===== src/rtl/mem_wb.sv =====
// ---------------------------------------------------------------------------
// mem_wb -- memory / write-back pipeline stage
//
// Accepts results from the execute stage through a valid/ready handshake.
// Non-memory results are written back one cycle later, one per cycle.
// Loads and stores run a single data-bus transaction and stall execute
// (o_ready low) until the bus acknowledges; loads then write back.
// A word access to an odd address raises a one-cycle fault instead.
//
// Ports
//   i_clk, i_rst          clock (rising edge), async active-low reset
//   i_submit / o_ready    execute result valid / stage can accept
//   i_data, i_addr        ALU result or store data, byte address
//   i_reg_ie              one-hot destination register enable
//   i_mem_access/_we/_width, i_data_page   memory operation controls
//   o_mem_req/_we/_addr/_page/_data/_sel   data-bus request
//   i_mem_ack, i_mem_data                  data-bus acknowledge + read data
//   o_reg_ie, o_reg_data  register-file write enable pulse + data
//   o_fault               misaligned word access pulse
// ---------------------------------------------------------------------------
module mem_wb #(
    parameter int RW    = 16,
    parameter int REGNO = 8
) (
    input  logic             i_clk,
    input  logic             i_rst,
    input  logic             i_submit,
    output logic             o_ready,
    input  logic [RW-1:0]    i_data,
    input  logic [RW-1:0]    i_addr,
    input  logic [REGNO-1:0] i_reg_ie,
    input  logic             i_mem_access,
    input  logic             i_mem_we,
    input  logic             i_mem_width,
    input  logic             i_data_page,
    output logic             o_mem_req,
    output logic             o_mem_we,
    output logic [RW-1:0]    o_mem_addr,
    output logic             o_mem_page,
    output logic [RW-1:0]    o_mem_data,
    output logic [1:0]       o_mem_sel,
    input  logic             i_mem_ack,
    input  logic [RW-1:0]    i_mem_data,
    output logic [REGNO-1:0] o_reg_ie,
    output logic [RW-1:0]    o_reg_data,
    output logic             o_fault
);

    localparam logic [1:0] S_IDLE = 2'd0;
    localparam logic [1:0] S_MEM  = 2'd1;
    localparam logic [1:0] S_WB   = 2'd2;

    logic [1:0]       state;
    logic [REGNO-1:0] reg_ie_q;   // destination of the pending load (0 for stores)
    logic             byte_q;     // pending access is a byte access
    logic             misaligned;
    logic [RW-1:0]    load_data;

    assign o_ready    = (state == S_IDLE);
    assign misaligned = !i_mem_width && i_addr[0];

    // Byte loads pick the lane addressed by addr[0] and zero-extend it.
    always_comb begin
        // NOTE: default first so every path assigns load_data and no latch is inferred.
        load_data = i_mem_data;
        if (byte_q) begin
            load_data = {{(RW-8){1'b0}}, (o_mem_addr[0] ? i_mem_data[15:8] : i_mem_data[7:0])};
        end
    end

    always_ff @(posedge i_clk or negedge i_rst) begin
        if (!i_rst) begin
            // NOTE: every register, including the captured bus fields, is reset so
            // the bus and register-file outputs are deterministic out of reset.
            state      <= S_IDLE;
            reg_ie_q   <= '0;
            byte_q     <= 1'b0;
            o_mem_req  <= 1'b0;
            o_mem_we   <= 1'b0;
            o_mem_addr <= '0;
            o_mem_page <= 1'b0;
            o_mem_data <= '0;
            o_mem_sel  <= 2'b00;
            o_reg_ie   <= '0;
            o_reg_data <= '0;
            o_fault    <= 1'b0;
        end else begin
            // NOTE: non-blocking assignments throughout; the pulse defaults below
            // are overridden later in the same block where a pulse is due.
            o_reg_ie <= '0;
            o_fault  <= 1'b0;

            case (state)
                S_IDLE: begin
                    if (i_submit) begin
                        if (!i_mem_access) begin
                            o_reg_ie   <= i_reg_ie;
                            o_reg_data <= i_data;
                        end else if (misaligned) begin
                            o_fault <= 1'b1;
                        end else begin
                            state      <= S_MEM;
                            o_mem_req  <= 1'b1;
                            o_mem_we   <= i_mem_we;
                            o_mem_addr <= i_addr;
                            o_mem_page <= i_data_page;
                            byte_q     <= i_mem_width;
                            // Stores never write the register file.
                            reg_ie_q   <= i_mem_we ? '0 : i_reg_ie;
                            if (i_mem_width) begin
                                o_mem_sel  <= i_addr[0] ? 2'b10 : 2'b01;
                                o_mem_data <= {(RW/8){i_data[7:0]}};
                            end else begin
                                o_mem_sel  <= 2'b11;
                                o_mem_data <= i_data;
                            end
                        end
                    end
                end

                S_MEM: begin
                    if (i_mem_ack) begin
                        o_mem_req <= 1'b0;
                        o_mem_we  <= 1'b0;
                        if (o_mem_we) begin
                            state <= S_IDLE;
                        end else begin
                            // Write-back is registered here so it lands during WB.
                            state      <= S_WB;
                            o_reg_ie   <= reg_ie_q;
                            o_reg_data <= load_data;
                        end
                    end
                end

                S_WB: begin
                    state <= S_IDLE;
                end

                default: begin
                    state <= S_IDLE;
                end
            endcase
        end
    end

endmodule


===== config.mk =====
export PLATFORM = sky130hd
export DESIGN_NAME = mem_wb
export DESIGN_NICKNAME = d
export VERILOG_FILES = /design/src/rtl/mem_wb.sv
export SDC_FILE = /design/constraint.sdc
export NUM_CORES = 1
export LEC_CHECK = 0
export CORE_MARGIN = 1
export CORE_UTILIZATION = 41
export DETAILED_ROUTE_END_ITERATION = 8
export HOLD_SLACK_MARGIN = 0.1
export PLACE_DENSITY_LB_ADDON = 0.12
export SYNTH_ARGS = -nofsm -noshare
export SYNTH_HDL_FRONTEND = slang
export SYNTH_SLANG_ARGS = --single-unit

===== constraint.sdc =====
create_clock -name i_clk -period 2 [get_ports i_clk]
set_input_delay 0.2 -clock i_clk [delete_from_list [all_inputs] [get_ports i_clk]]
set_output_delay 0.2 -clock i_clk [all_outputs]
set_load 0.01 [all_outputs]

* Word level (Yosys, flattened, before mapping)
Cells that the tools add are included.
Storage, ports and cells: register bits 73, output and inout bits 63, logic and storage cells 63
Cells by class: eq/ne operators 7, mux-type cells 35, bitwise operators 1, reduce and logical (&&, ||, !) cells 8
Operators by type and width (count):
- $mux W16 | 6
- $mux W8 | 6
- $pmux W16 S2 | 1
- $pmux W8 S2 | 1
- $mux W2 | 7
- $mux W1 | 11
- $ne A2 B2 Y1 const B | 5
- $reduce_and A5 Y1 | 2
- $reduce_and A4 Y1 | 2
- $pmux W1 S2 | 2
- $pmux W2 S2 | 1
- $eq A2 B1 Y1 const B | 1
- $logic_not A2 Y1 | 1
- $ne A2 B1 Y1 const B | 1
- $reduce_bool A2 Y1 | 1
- $logic_and A1 B1 Y1 | 1
- $logic_not A1 Y1 | 1
- $not A1 Y1 | 1

* Depth between registers and ports, before layout
Gate-level depths: netlist of run 1.
word-level depth 6, depth in mapped cells 6

* Least setup slack after synthesis of run 1
OpenSTA, ideal clock, no wires.
kind register to register, from register state[0], to register o_mem_addr[10], setup time 0.125 ns, data arrival time 1.311 ns, data required time 1.875 ns, setup slack 0.564 ns, cell stages (with the launch flop) 5, path buffers 1, cells stage by stage dfrtp_1 and4bb_2 nand2_4 buf_6 mux2_4
Between the ends: word-level cells in the longest chain between the ends 2
Ends and longest elaborated chain:
- from (decl) | RTL line 53 | logic [1:0] state;
- from (signal assigned) | RTL line 75 | state <= S_IDLE;
- from (signal assigned) | RTL line 102 | state <= S_MEM;
- from (signal assigned) | RTL line 126 | state <= S_IDLE;
- $logic_not A2 Y1 | RTL line 93 | case (state)
- $reduce_and A4 Y1 (no source line)
- to (signal assigned) | RTL line 105 | o_mem_addr <= i_addr;
- to (decl) | RTL line 38 | output logic [RW-1:0] o_mem_addr,
Every way passes these cells. A chain may end at the register's enable or synchronous reset.

* Worst setup path in the final report of run 1
from register state[1], to output o_ready
Between the ends: word-level cells in the longest chain between the ends 1
Ends and longest elaborated chain:
- $logic_not A2 Y1 | RTL line 59 | assign o_ready = (state == S_IDLE);
- to (decl) | RTL line 28 | output logic o_ready,
Every way passes these cells.

==> reports/results.ini, run 1 <==
[place]
gp_congestion = 0.852
place_hpwl_um = 6270
portBuffers = 126

[layout]
drive_gt1_frac = 0.165
mostFrequentLayoutCells = clkdlybuf4s50_1, dfrtp_1, mux2_4
final_common_cell = clkdlybuf4s50_1
num_antenna_cells = 0
nets = 453
syn2layout_area_growth_pct = 48.2

[floorplanning]
core_um2 = 7810
fp.dieH_um = 92.3
die_area_um2 = 8520
rows = 32
die_w_um = 92.3
initial_core_util = 0.428
ioPinCount = 127

[clock_tree]
cts_tree = done
worstSkewPairLatency_ns = 0.34
cts_resized = 0
cts_buffer_depth = 2
postCtsSetupBuffers = 0
cts-root-buf = clkbuf_8
hold_buffers = 1
clock_sinks = 73
htreeDepth = 3
clk_pin_slew_ns = 0.08
cts_buffers = 9

[sta]
fin_crit_ns = 1.85
period_share = 0.927
drv_slew = 0
setup-violations-final = 0
worst_clock_skew_ns = 0.00570
hold_viol_final = 0
tightest_slew_ns = 0.711
finalSetupTns_ns = 0
hold_slack_ns = 0.334
slew_headroom = 0.526
rsz0062_at_grt = no
max_freq_mhz = 540

[min_path]
min_path_type = input pin to asynchronous set/reset pin

[synth]
synth_nets = 322
synthXorXnorAreaFrac = 0
synth_top_family_by_area = multiplexers
syn_area_per_cell_um2 = 13.0
async_flop_share = 1.00
syn-cell-area_um2 = 3340
synth_ff_type = dfrtp_1
yosys.area_share.adder = 0
synth_compound_area_frac = 0.138
synthMuxAreaShare = 0.165
synth_edf_count = 0
synth_seq_area_share = 0.546
synth.distinct_cells = 33
ys_seq_elements = 73
synth_simple_gate_area_frac = 0.108
synth_cells = 258
yosys_warnings = 0

[global_routing]
grt_overflow = 0
grt_pass1_wl_um = 13600
grt_antenna_before_repair = 0
track_usage = 0.211
first_global_vias = 2549
grt_max_degree = 43

[critical_path]
cp-start-kind = register
crit_type = register to output port
reg2reg_to = o_reg_data[12]
worstSetupStartpoint = state[1]
reg2reg_depth = 5
crit_fanout = 10
cp-endpoint = o_ready
arrival_ns = 1.65
critPathCaptureType = output port
required_ns = 1.80
worst_r2r_startpoint = state[1]
ff2ff_setup_slack_ns = 0.34

[job]
maxCapViolCount = 0

[power]
combPwrFrac = 0.354
seqPwrFrac = 0.402
power_density_nw_per_um2 = 1060
power.internal_uw = 3750
peakVddDrop_v = 0.000532
p_leak_uw = 0.00220
swShare = 0.287
p_clk_frac = 0.243
power.switching_uw = 1510

[detailed_routing]
remaining_drc_errors = 0
routed_wl_um = 8620
vias = 2588
drt-pass1-iter-count = 4
drt_iter0_drc = 63
ant_nets = 0
vias_per_cell = 5.22
wire_per_inst_um = 17.4

[outcome]
status = complete, no violations

stage by stage:
| step | instances | total power (uW) | setup WS, ns | instance area, um2 | util |
|---|---|---|---|---|---|
| 2_1_floorplan | 258 | 2950 | 0.564 | 3340 | - |
| 3_3_place_gp | 479 | 3980 | 0.186 | 4730 | 0.605 |
| 3_5_place_dp | 479 | 4010 | 0.158 | 4730 | 0.605 |
| 4_1_cts | 496 | 5320 | 0.130 | 4960 | 0.635 |
| 5_1_grt | 496 | 5540 | 0.0669 | 4960 | 0.635 |
| 6_report | 496 | 5260 | 0.147 | 4960 | 0.635 |
critical path, cell delays in order (launching register included):
cell,delay (ns)
dfrtp_1,0.46
buf_4,0.21
nor2_1,0.10
clkdlybuf4s50_1,0.54
routing by layer:
layer | global-route usage | wire length (um) | vias to the layer above | share of wire
met2 | 0.319 | 3940 | 93 | 0.46
met1 | 0.304 | 4120 | 1261 | 0.48
met3 | 0.0411 | 475 | 10 | 0.055
met5 | 0 | 0 | - | 0
met4 | 0.0690 | 89 | 0 | 0.010
li1 | - | - | 1224 | -
cell usage after synthesis (2+ instances only):
cell type	count	share of area
inv_1	2	0.0022
nand3_1	8	0.012
a31oi_1	8	0.015
o2bb2ai_1	8	0.021
a21oi_1	19	0.028
and3_1	8	0.015
nand4bb_1	2	0.0067
o21ai_0	8	0.012
mux2_2	5	0.017
nor2b_1	9	0.017
dfrtp_1	73	0.55
nand2b_1	2	0.0037
buf_2	3	0.0045
mux2i_1	9	0.027
nand2_1	4	0.0045
o21ai_1	4	0.0060
mux2_4	27	0.12
o22ai_1	8	0.015
buf_4	3	0.0067
nor2_1	4	0.0045
clkbuf_1	6	0.0067
nor4bb_1	8	0.024
a211oi_1	8	0.018
a22o_1	8	0.021
buf_6	6	0.020
layout make-up:
cell class	count	area (um2)
Clock buffer	11	141
Clock inverter	5	78.8
Fill cell	655	2850
Inverter	3	11.3
Multi-Input combinational cell	163	1380
Sequential cell	73	1830
Tap cell	102	128
Timing Repair Buffer	139	1400
worst min path at each step:
stage	end	slack, ns
finish	o_mem_addr[4]	0.33
global route	o_mem_addr[10]	0.36
CTS	o_mem_addr[10]	0.34
detailed placement	o_mem_addr[4]	0.17
global placement	o_mem_addr[2]	0.16
floorplan	byte_q	-0.1
state kept, by name (all words and copies together), names as in the netlist:
signal      flops
o_mem_we        1
byte_q          1
reg_ie_q        8
o_mem_page      1
o_reg_data     16
o_reg_ie        8
o_mem_data     16
o_mem_req       1
o_fault         1
o_mem_sel       2
state           2
o_mem_addr     16
power by group through the flow:
stage | logic (uW) | clock network (uW) | registers [uW]
3_5_place_dp | 1870 | 0 | 2130
2_1_floorplan | 671 | 0 | 2280
5_1_grt | 1990 | 1380 | 2170
4_1_cts | 1880 | 1320 | 2120
6_report | 1860 | 1280 | 2120
3_3_place_gp | 1840 | 0 | 2140
logic make-up after synthesis:
| family | Yosys count |
|---|---|
| AOI/OAI and AO/OA | 72 |
| buffers and inverters | 22 |
| DFF | 73 |
| muxes | 41 |
| and+or+nand+nor | 50 |
Note: power is estimated with default switching activity, not from simulation.
==> inputs of run 2 (changes only) <==
CORE_UTILIZATION = 44   (was 41)
PLACE_DENSITY = 0.88   (was unset)
PLACE_DENSITY_LB_ADDON = unset   (was 0.12)
==> run 2 against run 1 <==
  * Clock power about the same
  * Setup slack better by 0.076 ns
  * Non-clock buffer count fell by 2
  * Critical path type is now register to register
  * Critical endpoint is now o_reg_data[9]
  * Highest routed layer unchanged
==> reports/results.ini, run 2 (synthesized netlist as in run 1, its figures left out) <==
[outcome]
status = complete, no violations

[clock_tree]
cts_resized = 0
hold_buffers = 1
htreeDepth = 3
postCtsSetupBuffers = 0
cts_buffers = 9
cts-root-buf = clkbuf_8
worstSkewPairLatency_ns = 0.34
clock_sinks = 73
cts_tree = done
cts_buffer_depth = 2
clk_pin_slew_ns = 0.08

[critical_path]
cp_cell_sequence = buf_4 -> nand2b_1 -> a21oi_1 -> o21ai_0
arrival_ns = 2.03
crit_type = register to register
cp_slowest_stage_delay_ns = 0.56
cp-start-kind = register
crit_fanout = 19
critPathCaptureType = register
critical-path-slowest-cell = nand2b_1
required_ns = 2.26

[detailed_routing]
remaining_drc_errors = 0
routed_wl_um = 8710
wire_per_inst_um = 17.7
ant_nets = 0
vias_per_cell = 5.38
drt-pass1-iter-count = 4
vias = 2640
drt_iter0_drc = 121

[place]
gp_congestion = 0.892
portBuffers = 126
place_hpwl_um = 6330
place_worst_setup_slack_ns = 0.181

[sta]
finalWorstSetupSlack_ns = 0.223
tightest_slew_ns = 0.689
rsz0062_at_grt = no
slew_headroom = 0.540
max_freq_mhz = 563
worst_clock_skew_ns = 0.00343
hold_viol_final = 0
period_share = 0.889
drv_slew = 0
setup-violations-final = 0
finalSetupTns_ns = 0
fin_crit_ns = 1.78

[floorplanning]
fp.dieH_um = 89.2
die_w_um = 89.2
rows = 31
initial_core_util = 0.459
ioPinCount = 127
core_um2 = 7290
die_area_um2 = 7950

[layout]
final_common_cell = clkdlybuf4s50_1
fillers = 549
reg_top3 = o_mem_addr: 16 flops, o_mem_data: 16 flops, o_reg_data: 16 flops
seqCellArea_um2 = 1830
num_antenna_cells = 0
multi_input_area_um2 = 1380
mostFrequentLayoutCells = clkdlybuf4s50_1, dfrtp_1, mux2_4
drive_gt1_frac = 0.163
nets = 451
syn2layout_area_growth_pct = 47.2

[global_routing]
grt_overflow = 0
grt_max_degree = 74
first_global_vias = 2594
grt_antenna_before_repair = 0
grt_pass1_wl_um = 13300
track_usage = 0.230

[min_path]
min_path_type = input pin to asynchronous set/reset pin

[job]
maxCapViolCount = 0

[power]
peakVddDrop_v = 0.000645
p_leak_uw = 0.00218
power_density_nw_per_um2 = 1070
total_power_uw = 5260

run 2: cell count changes in the layout (fill, tap and decap cells not counted):
cell	change
clkbuf_1	-1
clkinv_4	+1
buf_12	-1
buf_4	-2
buf_2	+1
clkbuf_8	-1
clkinvlp_4	+1
run 2: final cells by class:
| class | instances | area share |
|---|---|---|
| Inverter | 3 | 0.00229 |
| Sequential cell | 73 | 0.371 |
| Multi-Input combinational cell | 163 | 0.279 |
| Timing Repair Buffer | 137 | 0.278 |
| Tap cell | 99 | 0.0252 |
| Clock inverter | 7 | 0.0193 |
| Clock buffer | 9 | 0.0252 |
run 2: worst max-delay path: cells and delay by family (launching register included):
kind	cells	cell delay, ns
and+or+nand+nor	1	0.56
buffers and inverters	1	0.23
AOI/OAI and AO/OA	2	0.37
DFF	1	0.53
run 2: through the flow:
stage / area (um2) / hold WS (ns) / std cells / utilization
6_report: 4920 / 0.416 / 491 / 0.675
5_1_grt: 4920 / 0.450 / 491 / 0.675
4_1_cts: 4920 / 0.435 / 491 / 0.675
3_5_place_dp: 4690 / 0.260 / 474 / 0.644
3_3_place_gp: 4690 / 0.252 / 474 / 0.644
2_1_floorplan: 3340 / -0.0956 / 258 / -
run 2: power breakdown:
part / switching [uW] / internal [uW]
combinational: 710 / 1140
sequential: 273 / 1870
clock: 565 / 702
total: 1550 / 3710
run 2: worst paths after layout:
check	from	endpoint	slack, ns	cells past startpoint
hold reg to reg	o_reg_data[1]	o_reg_data[1]	0.51	1
min in group i_clk	i_addr[14]	o_mem_addr[14]	0.47	2
max in group asynchronous	i_rst	o_mem_addr[14]	1.29	3
setup reg to reg	state[1]	o_reg_data[9]	0.22	4
hold / removal	i_rst	o_mem_data[15]	0.42	3
setup / recovery	state[1]	o_reg_data[9]	0.22	4
run 2: layer usage:
layer,global-route usage,wire [um],vias to the layer above
met1,0.300,3670,1275
met5,0,0,-
met3,0.0739,743,16
li1,-,-,1224
met4,0.0779,126,0
met2,0.363,4170,125
==> inputs of run 3 (changes only) <==
clock period = 1.7 ns   (was 2 ns; I/O delays follow)
==> run 3 against run 2 <==
  * Worst hold slack lost 0.038 ns
  * Sequential share of layout area shrank 0.43 points
  * Sequential power grew 17%
  * Combinational power grew 20%
  * Utilization grew 0.84 points
  * Wire length grew 5.0%
  * Total power grew 18%
  * Count of clock-buffer cells in the layout grew 1
  * Critical path type is now register to output port
  * Largest cell class unchanged
==> reports/results.ini, run 3 (synthesized netlist as in run 1, its figures left out) <==
[outcome]
status = complete, no violations

[critical_path]
cp-start-kind = register
arrival_ns = 1.47
critical-path-slowest-cell = clkdlybuf4s50_1
cp_slowest_stage_delay_ns = 0.60
crit_type = register to output port
crit_fanout = 11
critPathCaptureType = output port
critPathTopFamily = buffers and inverters
crit_buf_inv = 1
required_ns = 1.53
cp_cell_sequence = clkdlybuf4s50_1

[sta]
setup-violations-final = 0
period_share = 0.965
tightest_slew_ns = 0.473
drv_slew = 0
finalSetupTns_ns = 0
rsz0062_at_grt = no
finalWorstSetupSlack_ns = 0.0594
max_freq_mhz = 610
hold_viol_final = 0
hold_slack_ns = 0.378
worst_clock_skew_ns = 0.00715
slew_headroom = 0.684
fin_crit_ns = 1.64

[place]
dpl-instance-area_um2 = 4760
place_hpwl_um = 6810
portBuffers = 126
place_worst_setup_slack_ns = 0.00216
gp_congestion = 0.926

[layout]
nets = 457
seqCellArea_um2 = 1830
fin_area_um2 = 4980
mostFrequentLayoutCells = clkdlybuf4s50_1, dfrtp_1, mux2_4
syn2layout_area_growth_pct = 49.0
fillers = 575
num_antenna_cells = 0
reg_top3 = o_mem_addr: 16 flops, o_mem_data: 16 flops, o_reg_data: 16 flops
multi_input_area_um2 = 1380
drive_gt1_frac = 0.176
final_common_cell = clkdlybuf4s50_1

[global_routing]
first_global_vias = 2729
grt_antenna_before_repair = 0
grtUsageMet1 = 0.313
busiest_layer = met2
grt_util_met2 = 0.389
grt_pass1_wl_um = 14100
grt_max_degree = 74
track_usage = 0.242
grtUsageMet3 = 0.0619
grt_overflow = 0

[clock_tree]
cts_tree = done
cts_buffer_depth = 2
htreeDepth = 3
cts-root-buf = clkbuf_8
clk_pin_slew_ns = 0.08
clock_sinks = 73
postCtsSetupBuffers = 0
cts_buffers = 9
worstSkewPairLatency_ns = 0.34

[floorplanning]
die_area_um2 = 7950
initial_core_util = 0.459
ioPinCount = 127
fp.dieH_um = 89.2
die_w_um = 89.2
core_um2 = 7290
rows = 31

[detailed_routing]
vias = 2669
drt-pass1-iter-count = 4
routed_wl_um = 9140
remaining_drc_errors = 0
drt_iter0_drc = 99
wire_per_inst_um = 18.4
ant_nets = 0
vias_per_cell = 5.37

[job]
maxCapViolCount = 0

[power]
power_density_nw_per_um2 = 1240
peakVddDrop_v = 0.000540
p_leak_uw = 0.00221

[min_path]
min_path_type = input pin to asynchronous set/reset pin

## run 3: cell types whose count changed in the layout (fill, tap and decap cells not counted), sizes merged
cell           before  now
clkbuf              9   10
dlygate4sd2         0    1
clkdlybuf4s50     125  124
buf                11   17
clkinv              4    3
## run 3: worst register-to-register path, cell delays in order, from the launching register on
cell and delay, ns:
dfrtp_1 0.47, or4b_1 0.71, nand3_1 0.16, o21ai_0 0.10
## run 3: through the flow
stage,instances,total power [uW],util
detailed placement,480,4760,0.653
finish,497,6180,0.683
global route,497,6500,0.683
floorplan,258,3470,-
CTS,497,6220,0.683
global placement,480,4670,0.653
## run 3: path summary, 6_finish.rpt
| kind | from | end | slack (ns) | depth (start not counted) |
|---|---|---|---|---|
| worst min-delay path | i_rst | o_mem_data[9] | 0.38 | 3 |
| worst min register to register | o_reg_data[3] | o_reg_data[3] | 0.50 | 1 |
| worst max register to register | state[0] | o_reg_data[12] | 0.13 | 3 |
| max in group asynchronous | i_rst | state[1] | 1.00 | 3 |
| min in group i_clk | i_addr[13] | o_mem_addr[13] | 0.44 | 2 |
| worst max-delay path | o_mem_addr[0] | o_mem_addr[0] | 0.06 | 1 |
## run 3: per-layer routing
layer / part of all wire / routed length, um / up-vias
met3: 0.069 / 628 / 21
li1: - / - / 1236
met4: 0.025 / 233 / 0
met5: 0 / 0 / -
met1: 0.43 / 3930 / 1304
met2: 0.48 / 4340 / 108
## run 3: cell type report
class / instances / share of cell area
Timing Repair Buffer: 143 / 0.288
Sequential cell: 73 / 0.367
Tap cell: 99 / 0.0249
Multi-Input combinational cell: 163 / 0.276
Clock inverter: 6 / 0.0166
Clock buffer: 10 / 0.0256
Inverter: 3 / 0.00226
## run 3: repair_timing
action | 4_1_cts | 5_1_grt
hold buffers | 1 | 0
endpoints found under the setup margin | 1 | 0
endpoints found under the hold margin | 73 | 0
resized for setup | 2 | 0
## run 3: power by group
| group | total, uW | internal [uW] | switching (uW) |
|---|---|---|---|
| Clock | 1450 | 819 | 630 |
| Combinational | 2220 | 1360 | 865 |
| Sequential | 2500 | 2200 | 304 |
